===== config.mk =====
export PLATFORM = sky130hd
export DESIGN_NAME = pe_port
export DESIGN_NICKNAME = d
export VERILOG_FILES = /design/src/rtl/bft_pkg.sv /design/src/rtl/pe_rx_fifo.sv /design/src/rtl/pe_port.sv
export SDC_FILE = /design/constraint.sdc
export NUM_CORES = 1
export LEC_CHECK = 0
export ABC_AREA = 0
export ABC_CLOCK_PERIOD_IN_PS = 2250
export BUFFER_PORTS_ARGS = -buffer_cell sky130_fd_sc_hd__buf_2
export CORE_MARGIN = 1.5
export CORE_UTILIZATION = 40
export CTS_BUF_LIST = sky130_fd_sc_hd__clkbuf_8
export CTS_CLUSTER_DIAMETER = 40
export DETAILED_ROUTE_END_ITERATION = 8
export PLACE_DENSITY_LB_ADDON = 0.25
export SLEW_MARGIN = 20
export SYNTH_ARGS = -nofsm -noshare
export SYNTH_HDL_FRONTEND = slang
export SYNTH_HIERARCHICAL = 1
export SYNTH_SLANG_ARGS = --single-unit
export TNS_END_PERCENT = 1

===== constraint.sdc =====
create_clock -name clk -period 2.25 [get_ports clk]
set_clock_uncertainty 0.15 [all_clocks]
set_input_delay 0.225 -clock clk [delete_from_list [all_inputs] [get_ports clk]]
set_output_delay 0.225 -clock clk [all_outputs]
set_load 0.05 [all_outputs]

===== src/rtl/bft_pkg.sv =====
// -----------------------------------------------------------------------------
// bft_pkg
// Shared definitions for the BFT leaf packet format:
//   packet = {valid, dest addr, payload}
//   valid bit   : p_sz-1
//   dest addr   : [p_sz-2:payload_sz]
//   payload     : [payload_sz-1:0]
// -----------------------------------------------------------------------------
package bft_pkg;

    // Address width for a tree with n leaves; a one-leaf tree still gets a
    // one-bit field so that packed ranges stay legal.
    function automatic int addr_w(input int n);
        return (n > 1) ? $clog2(n) : 1;
    endfunction

    // Full packet width: valid + address + payload.
    function automatic int pkt_w(input int n, input int payload);
        return 1 + addr_w(n) + payload;
    endfunction

    // Field offsets for a given packet geometry.
    function automatic int valid_bit(input int n, input int payload);
        return pkt_w(n, payload) - 1;
    endfunction

    function automatic int addr_lsb(input int payload);
        return payload;
    endfunction

endpackage


===== src/rtl/pe_rx_fifo.sv =====
// -----------------------------------------------------------------------------
// pe_rx_fifo
// Synchronous FIFO, 2**ASIZE entries of DSIZE bits, head visible
// combinationally on rdata. A push into a full FIFO is accepted when a pop
// happens in the same cycle.
// Ports:
//   clk, rst_n      clock, asynchronous active-low reset (pointers only)
//   winc, wdata     push request and data
//   rinc            pop request (ignored when empty)
//   rdata           current head entry
//   wfull, rempty   status flags
// -----------------------------------------------------------------------------
module pe_rx_fifo #(
    parameter int DSIZE = 8,
    parameter int ASIZE = 2
) (
    input  logic             clk,
    input  logic             rst_n,
    input  logic             winc,
    input  logic [DSIZE-1:0] wdata,
    input  logic             rinc,
    output logic [DSIZE-1:0] rdata,
    output logic             wfull,
    output logic             rempty
);

    logic [DSIZE-1:0] mem [2**ASIZE];
    logic [ASIZE:0]   wptr_q, wptr_d;
    logic [ASIZE:0]   rptr_q, rptr_d;
    logic             do_push;
    logic             do_pop;

    localparam logic [ASIZE:0] PTR_ONE = {{ASIZE{1'b0}}, 1'b1};

    // Extra MSB on each pointer distinguishes full from empty.
    assign rempty  = (wptr_q == rptr_q);
    assign wfull   = (wptr_q[ASIZE] != rptr_q[ASIZE]) &&
                     (wptr_q[ASIZE-1:0] == rptr_q[ASIZE-1:0]);
    assign do_pop  = rinc && !rempty;
    // When full, the slot being written is the head being popped this cycle,
    // so overwriting it is safe.
    assign do_push = winc && (!wfull || do_pop);

    assign wptr_d  = do_push ? wptr_q + PTR_ONE : wptr_q;
    assign rptr_d  = do_pop  ? rptr_q + PTR_ONE : rptr_q;
    assign rdata   = mem[rptr_q[ASIZE-1:0]];

    always_ff @(posedge clk) begin
        if (do_push) begin
            mem[wptr_q[ASIZE-1:0]] <= wdata;
        end
    end

    always_ff @(posedge clk or negedge rst_n) begin
        if (!rst_n) begin
            wptr_q <= '0;
            rptr_q <= '0;
        end else begin
            wptr_q <= wptr_d;
            rptr_q <= rptr_d;
        end
    end

endmodule


===== src/rtl/pe_port.sv =====
// -----------------------------------------------------------------------------
// pe_port
// PE-side endpoint of a BFT leaf interface.
//   RX: unhandshaked packet pulses on interface_pe are buffered in a FIFO and
//       offered to the PE as rx_valid/rx_ready/rx_data. Packets arriving at a
//       full FIFO with no pop are dropped and counted.
//   TX: a one-entry hold register turns tx_valid/tx_ready into packets on
//       pe_interface, stalling while resend is high.
// Ports:
//   clk, rst_n                         clock, asynchronous active-low reset
//   interface_pe                       incoming packet (MSB = valid pulse)
//   pe_interface                       outgoing packet, zero when idle
//   resend                             downstream TX FIFO full
//   rx_valid, rx_ready, rx_data        RX stream to the PE
//   tx_valid, tx_ready, tx_dest,
//   tx_payload                         TX stream from the PE
//   rx_overflow                        sticky RX drop flag
//   drop_count                         saturating RX drop counter
//   self_tx                            sticky flag: PE sent to its own leaf
// -----------------------------------------------------------------------------
module pe_port
    import bft_pkg::*;
#(
    parameter int          num_leaves = 2,
    parameter int          payload_sz = 1,
    parameter int unsigned addr       = 0,
    parameter int          p_sz       = bft_pkg::pkt_w(num_leaves, payload_sz),
    parameter int          rx_asize   = 2
) (
    input  logic                              clk,
    input  logic                              rst_n,
    input  logic [p_sz-1:0]                   interface_pe,
    output logic [p_sz-1:0]                   pe_interface,
    input  logic                              resend,
    output logic                              rx_valid,
    input  logic                              rx_ready,
    output logic [payload_sz-1:0]             rx_data,
    input  logic                              tx_valid,
    output logic                              tx_ready,
    input  logic [addr_w(num_leaves)-1:0]     tx_dest,
    input  logic [payload_sz-1:0]             tx_payload,
    output logic                              rx_overflow,
    output logic [15:0]                       drop_count,
    output logic                              self_tx
);

    localparam int AW = addr_w(num_leaves);
    localparam logic [AW-1:0] SELF_ADDR = addr[AW-1:0];

    // ------------------------------------------------------------------ RX
    logic                  rx_push;
    logic                  rx_full;
    logic                  rx_empty;
    logic                  rx_drop;
    logic [payload_sz-1:0] rx_head;
    logic                  rx_overflow_q, rx_overflow_d;
    logic [15:0]           drop_count_q, drop_count_d;
    logic                  unused_rx_addr;

    // The address field was already filtered upstream.
    assign unused_rx_addr = ^interface_pe[p_sz-2:payload_sz];

    assign rx_push = interface_pe[p_sz-1];
    // Full implies non-empty, so rx_ready alone decides whether a pop frees
    // the slot this cycle.
    assign rx_drop = rx_push && rx_full && !rx_ready;

    pe_rx_fifo #(
        .DSIZE (payload_sz),
        .ASIZE (rx_asize)
    ) u_rx_fifo (
        .clk    (clk),
        .rst_n  (rst_n),
        .winc   (rx_push),
        .wdata  (interface_pe[payload_sz-1:0]),
        .rinc   (rx_ready),
        .rdata  (rx_head),
        .wfull  (rx_full),
        .rempty (rx_empty)
    );

    assign rx_valid = !rx_empty;
    // Stale memory contents are masked so the head reads zero when empty.
    assign rx_data  = rx_empty ? '0 : rx_head;

    assign rx_overflow_d = rx_overflow_q || rx_drop;
    assign drop_count_d  = (rx_drop && drop_count_q != 16'hFFFF) ?
                           drop_count_q + 16'd1 : drop_count_q;

    // ------------------------------------------------------------------ TX
    logic            hold_v_q, hold_v_d;
    logic [p_sz-1:0] hold_pkt_q, hold_pkt_d;
    logic            self_tx_q, self_tx_d;
    logic            tx_accept;
    logic            tx_consume;

    assign tx_ready   = !hold_v_q || !resend;
    assign tx_accept  = tx_valid && tx_ready;
    assign tx_consume = hold_v_q && !resend;

    // Combinational so the packet is withdrawn in the very cycle resend rises.
    assign pe_interface = tx_consume ? hold_pkt_q : '0;

    always_comb begin
        hold_v_d   = hold_v_q;
        hold_pkt_d = hold_pkt_q;
        self_tx_d  = self_tx_q;
        if (tx_accept) begin
            hold_v_d   = 1'b1;
            hold_pkt_d = {1'b1, tx_dest, tx_payload};
            if (tx_dest == SELF_ADDR) begin
                self_tx_d = 1'b1;
            end
        end else if (tx_consume) begin
            hold_v_d = 1'b0;
        end
    end

    always_ff @(posedge clk or negedge rst_n) begin
        if (!rst_n) begin
            hold_v_q      <= 1'b0;
            hold_pkt_q    <= '0;
            self_tx_q     <= 1'b0;
            rx_overflow_q <= 1'b0;
            drop_count_q  <= '0;
        end else begin
            hold_v_q      <= hold_v_d;
            hold_pkt_q    <= hold_pkt_d;
            self_tx_q     <= self_tx_d;
            rx_overflow_q <= rx_overflow_d;
            drop_count_q  <= drop_count_d;
        end
    end

    assign rx_overflow = rx_overflow_q;
    assign drop_count  = drop_count_q;
    assign self_tx     = self_tx_q;

endmodule


Yosys cells after proc, flatten, opt, wreduce, memory -nomap -nowiden --
Memory sizes are Yosys's and may differ from the RTL's. Cells that the tools add are included.
Word-level totals: memories 1, output and inout port bits 24, flip-flop bits (word level) 28, logic and storage cells 40, RAM bits 4
Memories:
- u_rx_fifo.mem | words 4, bits a word 1, rd ports 1, clocked after Yosys merged registers in 0, write ports 1, RTL line pe_rx_fifo.sv:27 | logic [DSIZE-1:0] mem [2**ASIZE];
Operators by class: add/sub/neg operators 3, bitwise gates (word level) 1, reduce and logical (&&, ||, !) cells 18, equality and inequality tests 4, mux-type cells 6
Operators with widths (count):
- $add A16 B1 Y16 const B | 1
- $ne A16 B16 Y1 const B | 1
- $logic_and A1 B1 Y1 | 8
- $add A3 B1 Y3 const B | 2
- $logic_not A1 Y1 | 5
- $mux W1 | 5
- $eq A3 B3 Y1 | 1
- $logic_or A1 B1 Y1 | 3
- $mux W3 | 1
- $eq A2 B2 Y1 | 1
- $reduce_and A2 Y1 | 1
- $reduce_bool A2 Y1 | 1
- $ne A1 B1 Y1 | 1
- $not A1 Y1 | 1

Longest topological paths before layout --
Gate-level depths: netlist of the first run.
word-level depth 7, gate-level depth with buffers 8, mapped depth without buffers 7

Modules after synthesis --
Netlist of the first run, hierarchy kept.
Modules (own cells, without submodules):
- pe_port | times used 1, area an instance 1077.3 um2, cells an instance 96
- pe_rx_fifo | times used 1, area an instance 634.4 um2, cells an instance 57

Least setup slack after synthesis of the first run --
Ideal clock, no wire load.
path type reg-to-reg, start point register u_rx_fifo.wptr_q[1], end point register drop_count_q[11], in the netlist drop_count[11], data required time 1975 ps, path slack -169 ps, stages on the path, launching flop included 9, data arrival time 2145 ps, cells stage by stage dfrtp_1 > xor2_1 > buf_2 > or2_2 > nor2_1 > nand3b_2 > nor4_4 > nand3_1 > mux2_2
On the way: cells in the longest elaborated chain, start to end 5
RTL lines:
- from (decl) | RTL line pe_rx_fifo.sv:28 | logic [ASIZE:0] wptr_q, wptr_d;
- from (signal assigned) | RTL line pe_rx_fifo.sv:59 | wptr_q <= wptr_d;
- $eq A2 B2 Y1 | RTL line pe_rx_fifo.sv:38 | (wptr_q[ASIZE-1:0] == rptr_q[ASIZE-1:0]);
- $logic_and A1 B1 Y1 | RTL line pe_rx_fifo.sv:37 | assign wfull = (wptr_q[ASIZE] != rptr_q[ASIZE]) &&
- net rx_full | RTL line pe_port.sv:52 | logic rx_full;
- $logic_and A1 B1 Y1 (2 in a row) | RTL line pe_port.sv:66 | assign rx_drop = rx_push && rx_full && !rx_ready;
- $logic_and A1 B1 Y1 | RTL line pe_port.sv:87 | assign drop_count_d = (rx_drop && drop_count_q != 16'hFFFF) ?
- to (signal assigned) | RTL line pe_port.sv:131 | drop_count_q <= drop_count_d;
- to (decl) | RTL line pe_port.sv:57 | logic [15:0] drop_count_q, drop_count_d;
The timed path passes the listed nets, and every way through them passes these cells. A chain may end at the register's enable or synchronous reset.

Worst setup path after layout of the first run --
start point register u_rx_fifo.rptr_q[1], end point register drop_count_q[7], in the netlist drop_count[7]
On the way: cells in the longest elaborated chain, start to end 5
RTL lines:
- from (decl) | RTL line pe_rx_fifo.sv:29 | logic [ASIZE:0] rptr_q, rptr_d;
- from (signal assigned) | RTL line pe_rx_fifo.sv:60 | rptr_q <= rptr_d;
- $eq A2 B2 Y1 | RTL line pe_rx_fifo.sv:38
- $logic_and A1 B1 Y1 | RTL line pe_rx_fifo.sv:37
- net rx_full | RTL line pe_port.sv:52
- $logic_and A1 B1 Y1 (2 in a row) | RTL line pe_port.sv:66
- $logic_and A1 B1 Y1 | RTL line pe_port.sv:87
The timed path passes the listed nets, and every way through them passes these cells.

==> qor.yml, run 1 <==
grt:
  grt_usage_pct: 16.2
  antenna_found_initial: 0
  grt_pass1_wl_um: 5510
  grt_max_degree: 29
  grt_overflow: 0
  grt_pass1_vias: 1230
yosys:
  syn_nets: 169
  synth_top_area_share_pct: 40.9
  synthFlopType: "dfrtp_1"
  synthTopCellsByArea: "dfrtp_1 (41%), edfxtp_1 (7.0%), xor2_1 (4.6%)"
  synth-edff-count: 4
  synth-async-reset-ratio_pct: 87.5
  ys_seq_elements: 32
  yosys.area.top_type: "dfrtp_1"
  yosysWarnings: 6
  synth_area_mm2: 0.00171
  syn_avg_cell_area_um2: 11.2
  yosys.cell_types.count: 44
  synth_cells: 153
  seq_area_frac_synth_pct: 48.0
die:
  ios: 34
  die_w_um: 68.4
  chipHeight_um: 68.4
  row_count: 23
  fp.coreArea_mm2: 0.00406
  start_util_pct: 42.2
  dieArea_mm2: 0.00468
worst_setup_path:
  criticalPathCategory: "reg -> reg"
  crit_arrival_ns: 2.22
  r2r_cells: 7
  regToRegSetupSlack_ns: 0.09
  worstReg2RegEnd: "drop_count[7]$_DFFE_PN0P_"
  start_kind: "flop"
  critPathCaptureType: "flop"
  rr_startpoint: "u_rx_fifo/rptr_q[1]$_DFFE_PN0P_"
  cp_max_fo: 7
  crit_required_ns: 2.30
sta:
  slew_viol_final: 0
  period_minus_slack_ns: 2.16
  grt_setup_unrepaired: "no"
  worst_slew_pin_slew_ns: 0.655
  hold_violations: 0
  hold_ws_ns: 0.0206
  finalCritPeriodShare_pct: 96.2
  slew_headroom_pct: 56.3
  setup_viol_count_final: 0
  fmax_mhz: 462
cells_and_area:
  layoutNonFillerInstCount: 251
  area_growth_pct: 23.9
  fin_nets: 216
  diodes: 0
  utilization_pct: 52.3
  layout-drive-gt1-share_pct: 32.3
detailed_routing:
  drt-pass1-iter-count: 4
  drc: 0
  antenna_left: 0
  wl_met2_um: 1750
  vias: 1317
  drtIter0Drc: 82
  met1_length_um: 1440
  dr_wl_met3_um: 151
  totalWireLength_um: 3400
  routed.top_layer: "met4"
  via_per_inst: 5.25
  avgRoutedWirePerCell_um: 13.5
min_path:
  hold_start: "interface_pe[0]"
  hold_path_depth: 1
  hold_end: "u_rx_fifo/mem[1]$_DFFE_PP_"
  hp-class: "in -> reg"
placement:
  gp_congestion: 0.790
  port-buffer-count: 32
  dp_cells: 240
  dp_hpwl_um: 2490
pwr:
  peakVddDrop_v: 0.000558
  total_power_mw: 2.33
  leakagePower_nw: 1.03
  powerDensity_mw_per_mm2: 1100
status:
  outcome: "finished, final reports clean"
cts:
  cts_sinks: 32
  clk_pin_slew_ns: 0.07
  cts_buffers: 5
  clock_latency_ns: 0.28
  h-tree-depth: 2
  post-cts-setup-buffers: 0
  clockBufferDepth: 2
  cts_tree: "yes"
  cts_root_buffer: "clkbuf_8"
flow_run:
  cap_violations: 0
final cells by class:
cell class,count,area (um2)
fill,359,1940
multi-input combinational,111,875
sequential,32,821
timing repair buffer,42,243
clock buffer,6,82.6
tap,50,62.6
inverter,8,30.0
clock inverter,2,7.51
placed cells by master (no fill, tap or decap), types with 7 or more instances in the layout:
cell type  synthesis  routed
inv_1              8      10
nor2_1            12      11
buf_2              1      32
buf_4              0       7
nand2_1           12      12
nand3_1            7       7
dfrtp_1           28      28
xor2_1             9       9
power by group:
part           total, mW  switching [mW]  internal, mW  leakage, nW
Sequential         0.789          0.0948         0.695        0.391
Combinational       1.11           0.690         0.416        0.587
Clock              0.440           0.199         0.240       0.0538
Total               2.33           0.984          1.35         1.03
synth_stat cells, types with 2 or more instances:
master / number
nand3_1: 7
nor3_1: 3
and3_1: 2
nand2_1: 12
and2_1: 3
mux2_4: 2
nor2b_1: 2
ha_1: 6
dfrtp_1: 28
o211ai_1: 2
nand2b_1: 3
xor2_1: 9
nor4_4: 2
or2_2: 2
o21ai_0: 2
nor4_1: 4
nand4_1: 5
and4_1: 2
nor2_1: 12
xnor2_1: 6
edfxtp_1: 4
inv_1: 8
o31ai_1: 2
nor4b_1: 2
mux2_2: 4
worst max path at each step:
stage / from / end / cells past startpoint
after floorplan: u_rx_fifo/wptr_q[1]$_DFFE_PN0P_ / drop_count[5]$_DFFE_PN0P_ / 8
after global placement: u_rx_fifo/rptr_q[1]$_DFFE_PN0P_ / drop_count[5]$_DFFE_PN0P_ / 7
after detailed placement: u_rx_fifo/rptr_q[1]$_DFFE_PN0P_ / drop_count[5]$_DFFE_PN0P_ / 7
after CTS: u_rx_fifo/rptr_q[1]$_DFFE_PN0P_ / drop_count[7]$_DFFE_PN0P_ / 7
after global routing: u_rx_fifo/rptr_q[1]$_DFFE_PN0P_ / drop_count[7]$_DFFE_PN0P_ / 7
final: u_rx_fifo/rptr_q[1]$_DFFE_PN0P_ / drop_count[7]$_DFFE_PN0P_ / 7
registers in the layout, indices dropped and copies added, names as in the netlist:
register          flops
drop_count           16
hold_pkt_q            3
hold_v_q              1
rx_overflow           1
self_tx               1
u_rx_fifo/mem         4
u_rx_fifo/rptr_q      3
u_rx_fifo/wptr_q      3
logic make-up after synthesis:
kind of cell	count (synthesis)	synth area share, %
muxes	7	5.70
xor gates and xnor gates	15	7.68
and+or+nand+nor	66	23.5
AOI/OAI and AO/OA	17	8.55
DFF	32	48.0
buffers and inverters	10	2.27
adders and majority gates	6	4.39
metrics by stage:
step           cell area (um2)  setup WS, ns  TNS (ns)
2_1_floorplan             1720       -0.0263   -0.0524
3_3_place_gp              1990         0.135         0
3_5_place_dp              1990         0.106         0
4_1_cts                   2110        0.0940         0
5_1_grt                   2120        0.0199         0
6_report                  2120        0.0861         0
repair_timing:
action,CTS,global route
hold buffers,3,0
endpoints found under the hold margin,30,0
setup endpoints to repair,0,2
gates resized for setup,0,2
per-layer routing:
layer | vias to the layer above | track usage (%)
li1 | 641 | -
met1 | 635 | 19.1
met2 | 35 | 27.0
met3 | 6 | 4.28
met4 | 0 | 7.75
met5 | - | 0
worst max-delay path, stage by stage, from the launching register on:
cell      delay [ns]
dfrtp_1         0.42
xor2_1          0.17
or2_2           0.32
nor2_2          0.14
nand3b_4        0.15
or2_2           0.36
nor3_1          0.22
xor2_1          0.16
(Power assumes the default switching activity.)
==> inputs of run 2 (changes only) <==
==> constraint.sdc (replaced) <==
create_clock -name clk -period 2.25 [get_ports clk]
set_clock_uncertainty 0.15 [all_clocks]
set_input_delay 0.1125 -clock clk [delete_from_list [all_inputs] [get_ports clk]]
set_output_delay 0.1125 -clock clk [all_outputs]
set_load 0.05 [all_outputs]
==> qor.yml, run 2 (synthesis results as in run 1) <==
status:
  outcome: "finished, final reports clean"  # unchanged
worst_setup_path:
  criticalPathCategory: "reg -> reg"  # unchanged
  regToRegSetupSlack_ns: 0.10  # was 0.09 ns
  path_cells: "xor2_1, or2_2, nor2_2, nand3b_4, or2_2, nor3_1, xor2_1"  # unchanged
  start_kind: "flop"  # unchanged
  rr_startpoint: "u_rx_fifo/rptr_q[1]$_DFFE_PN0P_"  # unchanged
  cp_slowest_cell: "dfrtp_1"  # unchanged
  worstReg2RegEnd: "drop_count[5]$_DFFE_PN0P_"  # was drop_count[7]$_DFFE_PN0P_
  cp_slowest_stage_delay_ns: 0.42  # about the same
  crit_family: "simple AND/OR/NAND/NOR gates"  # unchanged
  crit_required_ns: 2.31  # was 2.30 ns
  cp_max_fo: 7  # unchanged
  r2r_cells: 7  # unchanged
  path_buf_inv: 0  # unchanged
  crit_arrival_ns: 2.21  # was 2.22 ns
  critPathCaptureType: "flop"  # unchanged
cts:
  cts_sinks: 32  # unchanged
  clockBufferDepth: 2  # unchanged
  cts_root_buffer: "clkbuf_8"  # unchanged
  h-tree-depth: 2  # unchanged
  cts_tree: "yes"  # unchanged
  post-cts-setup-buffers: 0  # unchanged
  clock_latency_ns: 0.29  # was 0.28 ns
  clk_pin_slew_ns: 0.07  # about the same
  cts_buffers: 5  # unchanged
sta:
  grt_setup_unrepaired: "yes"  # was no
  hold_violations: 0  # unchanged
  worst_slew_pin_slew_ns: 0.637  # was 0.655 ns
  fmax_mhz: 465  # was 462 MHz
  period_minus_slack_ns: 2.15  # was 2.16 ns
  finalCritPeriodShare_pct: 95.5  # was 96.2%
  slew_headroom_pct: 57.5  # was 56.3%
  finalSetupTns_ns: 0  # unchanged
  slew_viol_final: 0  # unchanged
  setup_viol_count_final: 0  # unchanged
cells_and_area:
  fin_nets: 220  # was 216
  most-common-layout-cells: "buf_2 (32), dfrtp_1 (28), nand2_1 (12)"  # unchanged
  nFillCells: 359  # unchanged
  diodes: 0  # unchanged
  largest_reg_flops: 16  # unchanged
  layout-drive-gt1-share_pct: 32.2  # was 32.3%
  area_growth_pct: 26.9  # was 23.9%
  layout_commonest_cell: "buf_2"  # unchanged
  utilization_pct: 53.5  # was 52.3%
  final_area_mm2: 0.00217  # was 0.00212 mm2
die:
  dieArea_mm2: 0.00468  # unchanged
  die_w_um: 68.4  # unchanged
  fp.coreArea_mm2: 0.00406  # unchanged
  chipHeight_um: 68.4  # unchanged
  ios: 34  # unchanged
  start_util_pct: 42.2  # unchanged
  row_count: 23  # unchanged
pwr:
  power_frac_clock_pct: 20.2  # was 18.8%
  p_sw_uw: 999  # was 984 uW
  p_int_mw: 1.39  # was 1.35 mW
  leakagePower_nw: 1.05  # was 1.03 nW
  power_frac_comb_pct: 46.8  # was 47.4%
  powerDensity_mw_per_mm2: 1100  # about the same
  switching_share_pct: 41.8  # was 42.2%
  seqPwrFrac_pct: 33.0  # was 33.8%
  peakVddDrop_v: 0.000670  # was 0.000558 V
placement:
  placed_area_mm2: 0.00199  # unchanged
  port-buffer-count: 32  # unchanged
  dp_hpwl_um: 2580  # was 2490 um
  gp_congestion: 0.793  # was 0.790
detailed_routing:
  via_per_inst: 5.19  # was 5.25
  drt-pass1-iter-count: 4  # unchanged
  vias: 1324  # was 1,317
  totalWireLength_um: 3540  # was 3400 um
  drc: 0  # unchanged
  drtIter0Drc: 75  # was 82
  antenna_left: 0  # unchanged
  avgRoutedWirePerCell_um: 13.9  # was 13.5 um
flow_run:
  cap_violations: 0  # unchanged
min_path:
  hp-class: "in -> reg"  # unchanged
  hold_path_depth: 2  # was 1
  hold_start: "rx_ready"  # was interface_pe[0]
  hold_end: "u_rx_fifo/rptr_q[0]$_DFFE_PN0P_"  # was u_rx_fifo/mem[1]$_DFFE_PP_
grt:
  grt_max_degree: 29  # unchanged
  grt_pass1_vias: 1270  # was 1,230
  grt_usage_pct: 16.6  # was 16.2%
  grt_pass1_wl_um: 5560  # was 5510 um
  antenna_found_initial: 0  # unchanged
  grt_overflow: 0  # unchanged
-- run 2: cell count changes in the layout (fill, tap and decap cells not counted), sizes merged --
cell,delta
dlygate4sd3,+4
clkbuf,+1
inv,-1
-- run 2: area by class of cell --
type                       count  area (um2)  area share [%]
sequential                    32         821            37.8
multi-input combinational    111         876            40.3
timing repair buffer          46         283            13.0
inverter                       8        30.0            1.38
tap                           50        62.6            2.88
clock inverter                 1        3.75           0.173
clock buffer                   7        96.3            4.44
-- run 2: through the flow --
step	worst slack, ns	instances	power [mW]	hold WS (ns)
after detailed placement	0.103	240	1.91	0.0254
final	0.101	255	2.39	0.0723
after CTS	0.0730	255	2.41	0.0621
after floorplan	-0.0263	153	1.60	-0.333
after global routing	-0.0329	255	2.55	0.0989
after global placement	0.140	240	1.86	0.0169
-- run 2: worst max-delay path by stage --
stage                                         start                   endpoint  cells after the start
floorplan           u_rx_fifo/wptr_q[1]$_DFFE_PN0P_  drop_count[5]$_DFFE_PN0P_                      8
global placement    u_rx_fifo/rptr_q[1]$_DFFE_PN0P_  drop_count[5]$_DFFE_PN0P_                      7
detailed placement  u_rx_fifo/rptr_q[1]$_DFFE_PN0P_  drop_count[7]$_DFFE_PN0P_                      7
CTS                 u_rx_fifo/rptr_q[1]$_DFFE_PN0P_  drop_count[4]$_DFFE_PN0P_                      7
global route        u_rx_fifo/rptr_q[1]$_DFFE_PN0P_  drop_count[7]$_DFFE_PN0P_                      7
finish              u_rx_fifo/rptr_q[1]$_DFFE_PN0P_  drop_count[5]$_DFFE_PN0P_                      7
-- run 2: what timing repair did --
action	CTS	global route
gates resized for setup	0	2
hold endpoints to repair	38	0
setup endpoints to repair	0	4
hold buffers	7	0
-- run 2: worst register-to-register path: stages (launching register included) --
cell      delay, ns
dfrtp_1        0.42
xor2_1         0.17
or2_2          0.33
nor2_2         0.14
nand3b_4       0.15
or2_2          0.34
nor3_1         0.22
xor2_1         0.16
-- run 2: power groups by stage --
| stage | Sequential, mW | Clock, mW | Combinational, mW |
|---|---|---|---|
| finish | 0.788 | 0.484 | 1.12 |
| global route | 0.803 | 0.525 | 1.22 |
| CTS | 0.788 | 0.499 | 1.12 |
| detailed placement | 0.799 | 0 | 1.11 |
| global placement | 0.791 | 0 | 1.07 |
| floorplan | 0.900 | 0 | 0.696 |
-- run 2: routing by layer --
| metal | up-vias | wire length, um | global-route usage (%) |
|---|---|---|---|
| li1 | 652 | - | - |
| met1 | 643 | 1510 | 18.9 |
| met2 | 22 | 1840 | 28.5 |
| met5 | - | 0 | 0 |
| met3 | 7 | 130 | 4.93 |
| met4 | 0 | 65 | 7.50 |
==> inputs of run 3 (changes only) <==
- ABC_CLOCK_PERIOD_IN_PS: 2250 -> 2300
- clock period: 2.25 -> 2.3 ns (I/O delays scaled with it)
==> qor.yml, run 3 (synthesis results as in run 1) <==
cells_and_area:
  fin_nets: 216  # was 220
  largest_reg_flops: 16  # unchanged
  layout-drive-gt1-share_pct: 32.3  # was 32.2%
  layout_commonest_cell: "buf_2"  # unchanged
  diodes: 0  # unchanged
  most-common-layout-cells: "buf_2 (32), dfrtp_1 (27), nand2_1 (12)"  # was buf_2 (32), dfrtp_1 (28), nand2_1 (12)
  area_growth_pct: 25.6  # was 26.9%
  final_area_mm2: 0.00215  # was 0.00217 mm2
pwr:
  powerDensity_mw_per_mm2: 1100  # about the same
  seqPwrFrac_pct: 32.9  # was 33.0%
  leakagePower_nw: 1.03  # was 1.05 nW
  power_frac_comb_pct: 44.2  # was 46.8%
  p_sw_uw: 976  # was 999 uW
  switching_share_pct: 41.2  # was 41.8%
  p_int_mw: 1.39  # about the same
  peakVddDrop_v: 0.000638  # was 0.000670 V
  power_frac_clock_pct: 22.9  # was 20.2%
detailed_routing:
  via_per_inst: 5.19  # about the same
  drt-pass1-iter-count: 6  # was 4
  totalWireLength_um: 3430  # was 3540 um
  vias: 1303  # was 1,324
  antenna_left: 0  # unchanged
  drtIter0Drc: 49  # was 75
  drc: 0  # unchanged
  avgRoutedWirePerCell_um: 13.7  # was 13.9 um
sta:
  setup_viol_count_final: 0  # unchanged
  worst_slew_pin_slew_ns: 0.650  # was 0.637 ns
  finalCritPeriodShare_pct: 94.4  # was 95.5%
  period_minus_slack_ns: 2.17  # was 2.15 ns
  hold_ws_ns: -0.000196  # was 0.0723 ns
  grt_setup_unrepaired: "no"  # was yes
  finalSetupTns_ns: 0  # unchanged
  slew_viol_final: 0  # unchanged
  slew_headroom_pct: 56.6  # was 57.5%
  hold_violations: 1  # was 0
  fmax_mhz: 460  # was 465 MHz
cts:
  h-tree-depth: 2  # unchanged
  clockBufferDepth: 2  # unchanged
  clock_latency_ns: 0.29  # about the same
  post-cts-setup-buffers: 0  # unchanged
  cts_sinks: 32  # unchanged
  cts_root_buffer: "clkbuf_8"  # unchanged
  cts_buffers: 5  # unchanged
  clk_pin_slew_ns: 0.08  # was 0.07 ns
  cts_tree: "yes"  # unchanged
die:
  ios: 34  # unchanged
  fp.coreArea_mm2: 0.00406  # unchanged
  dieArea_mm2: 0.00468  # unchanged
  start_util_pct: 42.2  # unchanged
  row_count: 23  # unchanged
  chipHeight_um: 68.4  # unchanged
  die_w_um: 68.4  # unchanged
placement:
  placed_area_mm2: 0.00197  # was 0.00199 mm2
  port-buffer-count: 32  # unchanged
  dp_hpwl_um: 2480  # was 2580 um
  gp_congestion: 0.802  # was 0.793
worst_setup_path:
  start_kind: "flop"  # unchanged
  regToRegSetupSlack_ns: 0.13  # was 0.10 ns
  worstReg2RegEnd: "drop_count[5]$_DFFE_PN0P_"  # unchanged
  rr_startpoint: "u_rx_fifo/wptr_q[0]$_DFFE_PN0P_"  # was u_rx_fifo/rptr_q[1]$_DFFE_PN0P_
  crit_required_ns: 2.36  # was 2.31 ns
  critPathCaptureType: "flop"  # unchanged
  criticalPathCategory: "reg -> reg"  # unchanged
  cp_max_fo: 10  # was 7
  crit_arrival_ns: 2.23  # was 2.21 ns
  r2r_cells: 7  # unchanged
status:
  outcome: "finished with violations"  # was finished, final reports clean
  violations: "negative hold slack"
min_path:
  hp-class: "in -> reg"  # unchanged
  hold_start: "interface_pe[2]"  # was rx_ready
  hold_path_depth: 3  # was 2
  hold_end: "u_rx_fifo/wptr_q[0]$_DFFE_PN0P_"  # was u_rx_fifo/rptr_q[0]$_DFFE_PN0P_
grt:
  antenna_found_initial: 0  # unchanged
  grt_usage_pct: 16.6  # about the same
  grt_overflow: 0  # unchanged
  grt_pass1_wl_um: 5580  # was 5560 um
  grt_max_degree: 29  # unchanged
  grt_pass1_vias: 1239  # was 1,270
flow_run:
  cap_violations: 0  # unchanged
[run 3: cell types whose count changed in the layout (fill, tap and decap cells not counted), sizes merged]
cell,previous run,this run
buf,39,36
bufinv,0,1
clkbuf,7,5
clkinv,0,1
clkinvlp,0,1
dlygate4sd3,7,6
inv,9,8
[run 3: how the worst max path moves through the flow]
stage / from / endpoint / cells after the start
floorplan: u_rx_fifo/wptr_q[1]$_DFFE_PN0P_ / drop_count[5]$_DFFE_PN0P_ / 8
global placement: u_rx_fifo/wptr_q[0]$_DFFE_PN0P_ / drop_count[5]$_DFFE_PN0P_ / 7
detailed placement: u_rx_fifo/wptr_q[0]$_DFFE_PN0P_ / drop_count[5]$_DFFE_PN0P_ / 7
CTS: u_rx_fifo/wptr_q[0]$_DFFE_PN0P_ / drop_count[5]$_DFFE_PN0P_ / 7
global route: u_rx_fifo/wptr_q[0]$_DFFE_PN0P_ / drop_count[5]$_DFFE_PN0P_ / 7
finish: u_rx_fifo/wptr_q[0]$_DFFE_PN0P_ / drop_count[5]$_DFFE_PN0P_ / 7
[run 3: worst max-delay path, cell delays in order, from the launching register on]
cell and delay, ns:
dfrtp_2 0.45, xor2_1 0.18, or2_2 0.30, nor2_2 0.13, nand3b_4 0.17, or2_2 0.37
nor3_2 0.18, xor2_1 0.15
[run 3: area by class of cell]
class	count	area (um2)
fill	364	1910
multi-input combinational	111	873
sequential	32	822
timing repair buffer	42	250
clock buffer	5	68.8
tap	50	62.6
clock inverter	3	42.5
inverter	8	30.0
[run 3: timing repair]
action,4_1_cts,5_1_grt
resized for setup,0,3
setup endpoints to repair,0,3
hold buffers,6,0
hold endpoints to repair,37,0
[run 3: routing by layer]
metal / routed length (um) / vias to the layer above / GRT usage [%] / share of wire [%]
li1: - / 648 / - / -
met1: 1470 / 625 / 20.0 / 43
met2: 1760 / 26 / 26.8 / 51
met3: 127 / 4 / 4.28 / 3.7
met4: 71 / 0 / 9.50 / 2.1
met5: 0 / - / 0 / 0
[run 3: per-stage QoR]
stage | total power [mW] | hold slack (ns) | util (%) | std cells | setup slack, ns
after CTS | 2.39 | 0.00147 | 52.7 | 251 | 0.0723
after global placement | 1.79 | 0.0173 | 48.5 | 237 | 0.129
after detailed placement | 1.83 | 0.0299 | 48.5 | 237 | 0.0945
after global routing | 2.52 | 0.0152 | 53.0 | 251 | 0.0185
after floorplan | 1.56 | -0.331 | - | 153 | 0.0237
final | 2.37 | -0.000196 | 53.0 | 251 | 0.128
[run 3: power groups by stage]
stage                     logic (mW)  registers [mW]  clock network [mW]
after floorplan                0.680           0.881                   0
after global placement          1.01           0.781                   0
after detailed placement        1.04           0.789                   0
after CTS                       1.06           0.778               0.554
after global routing            1.14           0.795               0.583
final                           1.05           0.779               0.541
